==> config.mk <==
export PLATFORM = sky130hd
export DESIGN_NAME = fir_stream
export DESIGN_NICKNAME = d
export VERILOG_FILES = /design/src/rtl/fir_stream.sv
export SDC_FILE = /design/constraint.sdc
export NUM_CORES = 1
export LEC_CHECK = 0
export ABC_AREA = 0
export CAP_MARGIN = 20
export CORE_MARGIN = 2
export CORE_UTILIZATION = 56
export DETAILED_ROUTE_END_ITERATION = 8
export PLACE_DENSITY_LB_ADDON = 0.15
export SETUP_SLACK_MARGIN = 0.5
export SLEW_MARGIN = 20
export SYNTH_ARGS = -nofsm -noshare
export SYNTH_HDL_FRONTEND = slang
export SYNTH_SLANG_ARGS = --single-unit
==> constraint.sdc <==
create_clock -name clock -period 3.9 [get_ports clock]
set_input_delay 0.78 -clock clock [delete_from_list [all_inputs] [get_ports clock]]
set_output_delay 0.78 -clock clock [all_outputs]
set_load 0.01 [all_outputs]
==> src/rtl/fir_stream.sv <==
// fir_stream -- streaming direct-form FIR filter with a runtime-writable
// coefficient bank.
//
// Optional build macro: FIR_STREAM_SAT_EN
//   defined   : output saturates at 2^OUT_W-1 and io_sat flags clipped results
//   undefined : output wraps modulo 2^OUT_W and io_sat stays 0
//
// Ports
//   clock        : sole clock, rising edge
//   reset        : asynchronous active-high reset
//   io_in_valid  : sample strobe; the delay line advances only when high
//   io_in        : sample value (unsigned, DATA_W)
//   io_clear     : synchronous flush of delay line and pipeline (coefs kept)
//   io_coef_we   : coefficient write enable
//   io_coef_addr : coefficient index; writes at or above TAPS are ignored
//   io_coef_data : coefficient value (unsigned, COEF_W)
//   io_out_valid : one-cycle result strobe, two edges after the sample
//   io_out       : filtered result, held while io_out_valid is low
//   io_sat       : result was clipped (saturating build only)
//
// Pipeline
//   edge 1 : delay line shifts, per-tap products registered (vld_pipe[1])
//   edge 2 : sum of products shifted/reduced into io_out (io_out_valid)

// Per-tap product register: registers x*c whenever a sample is accepted.
module fir_stream_tap #(
   parameter int DATA_W = 8,
   parameter int COEF_W = 8
) (
   input  logic                       clock,
   input  logic                       reset,
   input  logic                       en,
   input  logic [DATA_W-1:0]          x,
   input  logic [COEF_W-1:0]          c,
   output logic [DATA_W+COEF_W-1:0]   prod
);
   localparam int PW = DATA_W + COEF_W;

   always_ff @(posedge clock or posedge reset) begin
      if (reset)   prod <= '0;
      else if (en) prod <= PW'(x) * PW'(c);
   end
endmodule

module fir_stream #(
   parameter int DATA_W = 8,
   parameter int COEF_W = 8,
   parameter int TAPS   = 4,
   parameter int OUT_W  = 8,
   parameter int SHIFT  = 0
) (
   input  logic                      clock,
   input  logic                      reset,
   input  logic                      io_in_valid,
   input  logic [DATA_W-1:0]         io_in,
   input  logic                      io_clear,
   input  logic                      io_coef_we,
   input  logic [$clog2(TAPS)-1:0]   io_coef_addr,
   input  logic [COEF_W-1:0]         io_coef_data,
   output logic                      io_out_valid,
   output logic [OUT_W-1:0]          io_out,
   output logic                      io_sat
);
   localparam int STAGES = 2;
   localparam int PW     = DATA_W + COEF_W;
   localparam int ACC_W  = PW + $clog2(TAPS);
   // Reduction width: wide enough for the accumulator and for one bit above
   // OUT_W, so the clamp compare is meaningful for any parameter mix.
   localparam int RW     = (ACC_W > OUT_W) ? ACC_W : OUT_W + 1;
   localparam logic [RW-1:0] OUT_MAX = {{(RW-OUT_W){1'b0}}, {OUT_W{1'b1}}};

   logic [TAPS-1:0][DATA_W-1:0] dly, dly_nxt;
   logic [TAPS-1:0][COEF_W-1:0] coef;
   logic [TAPS-1:0][PW-1:0]     prod;
   logic [STAGES:1]             vld_pipe;
   logic                        accept;
   logic [ACC_W-1:0]            acc;
   logic [RW-1:0]               shifted;
   logic [OUT_W-1:0]            res;
   logic                        res_sat;

   // Clear wins over a simultaneous sample; that sample is discarded.
   assign accept = io_in_valid && !io_clear;

   // Post-shift view of the delay line; the products are formed from it so
   // the newest sample lands in tap 0 on the same edge it is accepted.
   always_comb begin
      dly_nxt    = dly;
      dly_nxt[0] = io_in;
      for (int k = 1; k < TAPS; k++) dly_nxt[k] = dly[k-1];
   end

   always_ff @(posedge clock or posedge reset) begin
      if (reset)         dly <= '0;
      else if (io_clear) dly <= '0;
      else if (accept)   dly <= dly_nxt;
   end

   // Coefficient bank; the taps see the pre-edge value, so a sample accepted
   // with a simultaneous write uses the old coefficient.
   always_ff @(posedge clock or posedge reset) begin
      if (reset)
         coef <= '0;
      else if (io_coef_we && (int'(io_coef_addr) < TAPS))
         coef[io_coef_addr] <= io_coef_data;
   end

   for (genvar k = 0; k < TAPS; k++) begin : g_tap
      fir_stream_tap #(.DATA_W(DATA_W), .COEF_W(COEF_W)) u_tap (
         .clock (clock),
         .reset (reset),
         .en    (accept),
         .x     (dly_nxt[k]),
         .c     (coef[k]),
         .prod  (prod[k])
      );
   end

   always_comb begin
      acc = '0;
      for (int k = 0; k < TAPS; k++) acc = acc + ACC_W'(prod[k]);
   end

   assign shifted = RW'(acc) >> SHIFT;

`ifdef FIR_STREAM_SAT_EN
   assign res_sat = (shifted > OUT_MAX);
   assign res     = res_sat ? {OUT_W{1'b1}} : shifted[OUT_W-1:0];
`else
   logic unused_hi;
   assign unused_hi = ^{shifted[RW-1:OUT_W], OUT_MAX};
   assign res_sat   = 1'b0;
   assign res       = shifted[OUT_W-1:0];
`endif

   // Valid shift register; clear kills whatever is in flight, including the
   // result that would otherwise appear right after the clear edge.
   always_ff @(posedge clock or posedge reset) begin
      if (reset)         vld_pipe <= '0;
      else if (io_clear) vld_pipe <= '0;
      else               vld_pipe <= {vld_pipe[STAGES-1:1], accept};
   end

   assign io_out_valid = vld_pipe[STAGES];

   always_ff @(posedge clock or posedge reset) begin
      if (reset) begin
         io_out <= '0;
         io_sat <= 1'b0;
      end else if (vld_pipe[1] && !io_clear) begin
         io_out <= res;
         io_sat <= res_sat;
      end else begin
         io_sat <= 1'b0;
      end
   end
endmodule

# [After elaboration in Yosys (flattened, before gate mapping)]
# Index checks and enable logic that the tools add are counted.
[word_totals] ff_bits=98 inputBits=23 out_inout_bits=10
[op_classes] n_addsub=3 multipliers=4 magnitude_cmp=2 mux=6 n_reduce_logical=5
[ops] operator="$mux W24" n=2
[ops] operator="$bwmux W32" n=1
[ops] operator="$mul A8 B8 Y8" n=4
[ops] operator="$add A8 B8 Y8" n=3
[ops] operator="$demux W8 S2" n=1
[ops] operator="$mux W8" n=1
[ops] operator="$logic_and A1 B1 Y1" n=3
[ops] operator="$lt A2 B3 Y1 const B" n=1
[ops] operator="$ge A2 B1 Y1 const B" n=1
[ops] operator="$mux W2" n=1
[ops] operator="$reduce_bool A2 Y1" n=1
[ops] operator="$logic_not A1 Y1" n=1

# [Depth between registers and ports, before layout]
# Gate-level depths: netlist of run 1.
[logic_depth] word_depth=5 ltp_mapped=15

# [Hierarchy]
# From an unflattened synthesis of run 1, not the netlist that was laid out.
[unflattened] cells_unflattened=1372 area_unflattened_um2=13912.1
[modules_own_cells] module="fir_stream" n_inst=1 cells_each=254 area_per_inst_um2=3176.8 seq_area_each_um2=1651.6
[modules_own_cells] module="fir_stream_tap (g_tap[1].u_tap)" n_inst=1 cells_each=280 area_per_inst_um2=2691.3 seq_area_each_um2=400.4
[modules_own_cells] module="fir_stream_tap (g_tap[2].u_tap)" n_inst=1 cells_each=280 area_per_inst_um2=2688.8 seq_area_each_um2=400.4
[modules_own_cells] module="fir_stream_tap (g_tap[3].u_tap)" n_inst=1 cells_each=279 area_per_inst_um2=2682.6 seq_area_each_um2=400.4
[modules_own_cells] module="fir_stream_tap (g_tap[0].u_tap)" n_inst=1 cells_each=279 area_per_inst_um2=2672.6 seq_area_each_um2=400.4

# [Least setup slack after synthesis of run 1]
# No wires, ideal clock.
[synth_timing] path_kind="input to register" startpoint="in io_in[1]" endpoint="reg g_tap[0].u_tap.prod[7]" setup_time_ns=0.077 t_arrival_ns=3.874 required_ns=3.823 slack_ns=-0.051 path_stages=11 path_cell_list="and2_1 > fa_1 > inv_1 > fa_1 > fa_1 > fa_1 > xor2_1 > xnor3_1 > xnor3_1 > xnor3_1 > o21ai_1"
[synth_via] elab_chain_len=1
[synth_lines] element="start: declaration" line_no="55" source="input logic [DATA_W-1:0] io_in,"
[synth_lines] element="$mul A8 B8 Y8" line_no="41" source="else if (en) prod <= PW'(x) * PW'(c);"
[synth_lines] element="end signal: assignment" line_no="41"
[synth_lines] element="end: declaration" line_no="35" source="output logic [DATA_W+COEF_W-1:0] prod"
# No other way between the ends.
# A chain may end at the register's enable or synchronous reset.

# [Worst setup path in the final report of run 1]
[layout_timing] startpoint="reg dly[18] in the netlist's numbering" endpoint="reg g_tap[3].u_tap.prod[7]"
[layout_via] elab_chain_len=1
[layout_lines] element="start: declaration" line_no="72" source="logic [TAPS-1:0][DATA_W-1:0] dly, dly_nxt;"
[layout_lines] element="start signal: assignment" line_no="96" source="else if (accept) dly <= dly_nxt;"
[layout_lines] element="$mul A8 B8 Y8" line_no="41"
[layout_lines] element="end signal: assignment" line_no="41"
[layout_lines] element="end: declaration" line_no="35"
# No other way between the ends.

==> flow_metrics.tcl, run 1 <==
set metrics [dict create \
    status "finished, final reports clean" \
    rows 43 \
    place_area_mm2 0.008638 \
    hpwlAfterDp_mm 13.07 \
    ant_nets 0 \
    place_congestion 0.8996 \
    synth_area_leader_cell "dfrtp_1" \
    drt_iter0_drc 200 \
    placeableCoreArea_mm2 0.01377 \
    synth_area_per_cell_um2 10.37 \
    fin_nets 987 \
    crit_type "reg2reg" \
    fmax_mhz 273.2 \
    synth_fp_nets 913 \
    drv_slew 0 \
    drt-total-wl_mm 16.92 \
    reg2reg_depth 11 \
    antenna_cells 0 \
    fin_skew_ns 0.005629 \
    grt_pass1_vias 5659 \
    synthArstFlopShare_pct 100.0 \
    p_total_mw 4.246 \
    power.density_mw_per_mm2 455.6 \
    grt_first_pass_wirelength_mm 28.42 \
    cp_max_fo 7 \
    grt_antenna_before_repair 0 \
    regToRegSetupSlack_ns 0.24 \
    final_area_mm2 0.009320 \
    period_minus_slack_ns 3.661 \
    route.vias.total 5261 \
    die_area_mm2 0.01499 \
    synth-seq-area-share_pct 31.23 \
    worstReg2RegEnd "g_tap[3].u_tap.prod[7]" \
    grt_util_met2_pct 42.71 \
    netlist_area_mm2 0.007853 \
    cap_viol_max_count 0 \
    area_growth_pct 18.69 \
    grtUsageTotal_pct 24.75 \
    io_pins 33 \
    required_ns 4.17 \
    drt_first_pass_iters 4 \
    hold_end "io_out[0]" \
    cp-end-kind "register" \
    hold_depth 2 \
    maxSlewHeadroom_pct 48.18 \
    synth_top_area_share_pct 31.23 \
    overflow 0 \
    final-setup-viol-count 0 \
    hold_viol 0 \
    setup_tns_ns 0 \
    worstHoldStart "io_out[0]" \
    ys_warn_count 0 \
    ir_drop_mv 0.2248 \
    clk_latency_ns 0.35 \
    drc_errors 0 \
    cp-start-kind "register" \
    grt.met3_usage_pct 3.020 \
    min_period_over_period_pct 93.86 \
    synth_area_leaders "dfrtp_1 (31%), fa_1 (16%), ha_1 (11%)" \
    cts.sinks 98 \
    rsz0062_at_grt "true" \
    htree_levels 3 \
    reg2reg_from "dly[18]" \
    layout-drive-gt1-share_pct 22.85 \
    synth_edf_count 0 \
    cts_buffers 9 \
    synth_cells 757 \
    use_met1_pct 33.09 \
    tightest_slew_ns 0.7773 \
    crit_arrival_ns 3.93 \
    grt_max_degree 58 \
    grt.busiest_layer "met2" \
    die_w_um 122.4 \
    post_drt_wl_per_cell_um 16.66 \
    clkTransAtPathRegs_ns 0.07 \
    synth_ff_type "dfrtp_1" \
    start_util_pct 57.01 \
    root_buffer "clkbuf_16" \
    port_buffers 31 \
    cellLeakagePower_nw 4.609 \
    cts_tree "done" \
    via_per_inst 5.178 \
    ys_ff_latch 98 \
    ys_types 33 \
    hp-class "reg2reg" \
    die_y_um 122.4 \
    clk_path_buf_depth 2 \
]
==> metrics by stage <==
stage / hold slack (ns) / worst slack [ns] / utilization (%) / cells
floorplan: 0.4556 / 0.2051 / - / 757
finish: 0.4750 / 0.2394 / 67.67 / 1016
detailed placement: 0.4635 / -0.5659 / 62.72 / 978
global route: 0.5226 / 0.1446 / 67.67 / 1016
global placement: 0.4663 / -0.4035 / 62.72 / 978
CTS: 0.4809 / 0.2453 / 66.92 / 1009
==> where the power goes <==
part / total [mW] / leakage, nW / internal (mW) / switching [mW]
clock network: 0.943 / 0.148 / 0.535 / 0.408
logic: 1.90 / 3.23 / 0.990 / 0.915
registers: 1.40 / 1.23 / 1.21 / 0.193
==> cell families (layout without fill, tap and decap cells) <==
group | Yosys count | in the layout | share of synthesized area (%)
other cells | 1 | 1 | 0.04776
xor+xnor | 60 | 60 | 8.907
compound gates | 50 | 50 | 3.681
simple gates | 212 | 212 | 13.00
mux | 69 | 69 | 9.512
buf+inv | 134 | 213 | 6.501
fa+ha+maj | 133 | 133 | 27.12
flops | 98 | 98 | 31.23
==> layout make-up <==
class                      instances  area [µm²]
multi-input combinational        525        5181
fill                            1069        4453
sequential                        98        2471
timing repair buffer              79       681.9
inverter                         118       445.4
clock buffer                      11       252.7
tap                              180       225.2
clock inverter                     5       62.56
==> metal layers <==
metal,wire [µm],vias up,part of all wire (%)
met5,0,-,0
met4,255,0,1.5
met3,412,19,2.4
met2,8536,79,50
met1,7719,2636,46
li1,-,2527,-
==> synth_stat cells, types with 2 or more instances <==
master and instances:
mux2_1 13, dfrtp_1 98, ha_1 71, nor2_1 28, xnor2_1 32, clkbuf_1 11, a21oi_1 11, mux2_2 32
nand2_1 97, o21ai_1 23, nand2b_1 2, fa_1 62, xnor3_1 11, and2_1 79, inv_1 118, buf_2 3
xnor2_2 3, mux2i_1 24, a21o_1 11, nand3b_1 2, xor2_1 14
==> placed cells by master, fill, tap and decap left out, types with 3 or more instances in the layout <==
cell type and n:
nand2_1 89, inv_2 15, xnor2_2 3, a21o_1 11, clkbuf_16 9, buf_6 5, clkdlybuf4s50_1 25, dfrtp_2 15
dfrtp_1 83, mux2_2 32, nor2_1 28, and2_4 10, xor2_1 13, nand2_2 8, mux2i_1 24, and2_1 69
fa_1 49, a21oi_1 3, a21oi_2 6, xnor2_1 32, fa_2 13, xnor3_1 11, mux2_1 13, o21ai_1 22
buf_4 43, ha_1 57, inv_1 102, ha_4 12
==> state kept, by name, indices dropped and copies added, names as in the netlist <==
signal	flops
coef	32
dly	24
g_tap.u_tap.prod	32
io_out	8
vld_pipe	2
==> what timing repair did <==
item                       4_1_cts  5_1_grt
pin swaps                       43       25
hold endpoints to repair         0        0
buffers inserted                15        7
setup endpoints to repair        8        9
hold buffers                     0        0
resized for setup               68       22
==> worst max-delay path: stages (launching register included) <==
cell     delay, ns
dfrtp_2       0.46
and2_1        0.17
fa_1          0.51
ha_1          0.34
fa_1          0.50
inv_2         0.05
fa_2          0.34
xor2_1        0.19
xnor3_1       0.27
xnor3_1       0.28
xnor3_1       0.35
o21ai_2       0.13
==> how the worst max path moves through the flow <==
| stage | startpoint | endpoint | slack [ns] | cells past startpoint |
|---|---|---|---|---|
| finish | dly[18] | g_tap[3].u_tap.prod[7] | 0.24 | 11 |
| global route | dly[19] | g_tap[3].u_tap.prod[7] | 0.14 | 12 |
| CTS | io_in[2] | g_tap[0].u_tap.prod[7] | 0.25 | 14 |
| detailed placement | io_in[2] | g_tap[0].u_tap.prod[7] | -0.57 | 13 |
| global placement | io_in[2] | g_tap[0].u_tap.prod[7] | -0.40 | 13 |
| floorplan | io_in[3] | g_tap[0].u_tap.prod[7] | 0.21 | 11 |
No activity file was read; power rests on OpenSTA's default activity.
==> inputs of run 2 (changes only) <==
--- a/config.mk
+++ b/config.mk
@@ -8,11 +8,12 @@
 export ABC_AREA = 0
 export CAP_MARGIN = 20
 export CORE_MARGIN = 2
-export CORE_UTILIZATION = 56
+export CORE_UTILIZATION = 59
 export DETAILED_ROUTE_END_ITERATION = 8
 export PLACE_DENSITY_LB_ADDON = 0.15
 export SETUP_SLACK_MARGIN = 0.5
 export SLEW_MARGIN = 20
 export SYNTH_ARGS = -nofsm -noshare
 export SYNTH_HDL_FRONTEND = slang
+export SYNTH_HIERARCHICAL = 1
 export SYNTH_SLANG_ARGS = --single-unit
==> run 2 against run 1 <==
  * Via count is 1.7% higher
  * Global-route usage increased by 0.53 points
  * Largest power group unchanged
  * Worst setup slack improved by 0.097 ns
  * Cell count increased by 2.8%
  * Sequential power hardly changed
==> flow_metrics.tcl, run 2 <==
set metrics [dict create \
    status "finished, final reports clean" \
    setup_tns_ns 0 \
    hpwlAfterDp_mm 13.14 \
    ant_nets 0 \
    drt_iter0_drc 204 \
    overflow 0 \
    hold_buffers 0 \
    period_minus_slack_ns 3.564 \
    layout-drive-gt1-share_pct 26.85 \
    final_cell_mix "inv_1 (155), and2_1 (93), dfrtp_1 (79), fa_1 (76), ha_1 (57)" \
    rows 43 \
    ys_warn_count 6 \
    p_total_mw 4.405 \
    netlist_area_mm2 0.008234 \
    cpMaxStageDelayCell "fa_1" \
    worstHoldStart "io_out[2]" \
    maxSlewHeadroom_pct 40.02 \
    cp-end-kind "register" \
    cts_buffers 9 \
    reg2reg_from "coef[10]" \
    cap_viol_max_count 0 \
    drt-total-wl_mm 17.35 \
    drc_errors 0 \
    cts.sinks 98 \
    rsz0062_at_grt "true" \
    cpPeakStageDelay_ns 0.54 \
    power.density_mw_per_mm2 450.8 \
    grt_first_pass_wirelength_mm 28.64 \
    crit_chain "and2_4 -> fa_1 -> inv_1 -> fa_1 -> inv_1 -> fa_1 -> inv_1 -> fa_1 -> inv_1 -> ha_4 -> xnor2_1 -> mux2_2" \
    tightest_slew_ns 0.8997 \
    clk_path_buf_depth 2 \
    synth_area_per_cell_um2 10.53 \
    fin_nets 1043 \
    reg2reg_depth 12 \
    cp_max_fo 7 \
    hp-class "reg2reg" \
    die_y_um 122.1 \
    stdcell_count 1044 \
    drt_first_pass_iters 4 \
    clk_latency_ns 0.36 \
    ir_drop_mv 0.3453 \
    crit_arrival_ns 3.81 \
    die_area_mm2 0.01492 \
    fin_skew_ns 0.008892 \
    reg_top3 "coef (32), g_tap.u_tap/prod (32), dly (24)" \
    worstReg2RegEnd "g_tap[1].u_tap/prod[7]" \
    port_buffers 31 \
    cellLeakagePower_nw 4.827 \
    hold_viol 0 \
    antenna_cells 0 \
    post_drt_wl_per_cell_um 16.62 \
    grt_pass1_vias 5716 \
    place_inst 997 \
    crit_type "reg2reg" \
    regToRegSetupSlack_ns 0.34 \
    grtUsageTotal_pct 25.27 \
    cts_tree "done" \
    final-setup-viol-count 0 \
    htree_levels 3 \
    io_pins 33 \
    placeableCoreArea_mm2 0.01377 \
    grt_max_degree 50 \
    die_w_um 122.1 \
    hold_depth 2 \
    min_period_over_period_pct 91.39 \
    hold_end "io_out[2]" \
    fmax_mhz 280.6 \
    worst_slack_ns 0.3359 \
    cp-start-kind "register" \
    synth_fp_nets 966 \
    start_util_pct 59.78 \
    required_ns 4.14 \
    via_per_inst 5.127 \
    final_common_cell "inv_1" \
    pre_cts_ws_ns -0.4614 \
    grt_antenna_before_repair 0 \
    route.vias.total 5353 \
    synth_cells 782 \
    area_growth_pct 18.69 \
    place_congestion 0.8550 \
    post-route-util_pct 70.96 \
    clkTransAtPathRegs_ns 0.07 \
    root_buffer "clkbuf_16" \
    drv_slew 0 \
]
[run 2: stage by stage]
step	hold slack, ns	instance area [µm²]
3_5_place_dp	0.4696	8896
6_report	0.4846	9773
4_1_cts	0.4857	9572
3_3_place_gp	0.4621	8896
2_1_floorplan	0.4529	8313
5_1_grt	0.5218	9773
[run 2: layout make-up]
type / count / area [µm²]
clock buffers: 9 / 225.2
clock inverters: 7 / 86.33
fillers: 1017 / 4000
inverters: 171 / 643.1
multi-input cells: 497 / 5411
flip-flops and latches: 98 / 2476
well taps: 180 / 225.2
repair buffers: 82 / 705.7
[run 2: worst max-delay path, delay by kind of cell, from the launching register on]
family / cells / cell delay, ns
flops: 1 / 0.47
mux: 1 / 0.27
buf+inv: 4 / 0.23
fa+ha+maj: 5 / 2.22
simple gates: 1 / 0.17
xor+xnor: 1 / 0.11
[run 2: worst max-delay path by stage]
stage                  start                endpoint  depth (start not counted)
CTS                 io_in[4]  g_tap[0].u_tap/prod[7]                         13
floorplan           io_in[5]  g_tap[0].u_tap/prod[7]                         12
global placement    io_in[3]  g_tap[0].u_tap/prod[7]                         13
detailed placement  io_in[3]  g_tap[0].u_tap/prod[7]                         13
finish              coef[10]  g_tap[1].u_tap/prod[7]                         12
global route        io_in[4]  g_tap[0].u_tap/prod[7]                         13
[run 2: layer usage]
layer / GRT usage (%) / part of all wire, % / wire length (µm)
met5: 0 / 0 / 0
met4: 5.963 / 1.3 / 218
met2: 43.65 / 51 / 8867
met1: 33.29 / 45 / 7722
met3: 4.541 / 3.1 / 539
[run 2: power by group]
part	switching, mW	total (mW)	internal (mW)
clock network	0.431	0.942	0.511
registers	0.193	1.41	1.21
logic	0.998	2.06	1.06
total	1.62	4.41	2.78
[run 2: what timing repair did]
item,CTS,global route
pin swaps,37,41
gates resized for setup,73,48
hold endpoints to repair,0,0
setup buffers,27,4
endpoints found under the setup margin,10,9
==> inputs of run 3 (changes only) <==
==> constraint.sdc (replaced) <==
create_clock -name clock -period 3.9 [get_ports clock]
set_input_delay 0.78 -clock clock [delete_from_list [all_inputs] [get_ports clock]]
set_output_delay 0.78 -clock clock [all_outputs]
set_load 0.005 [all_outputs]
==> results of run 3 <==
Same layout as run 2 (identical final DEF). Status: finished, final reports clean.
Main changes from that run: total power 4.405 mW -> 4.390 mW
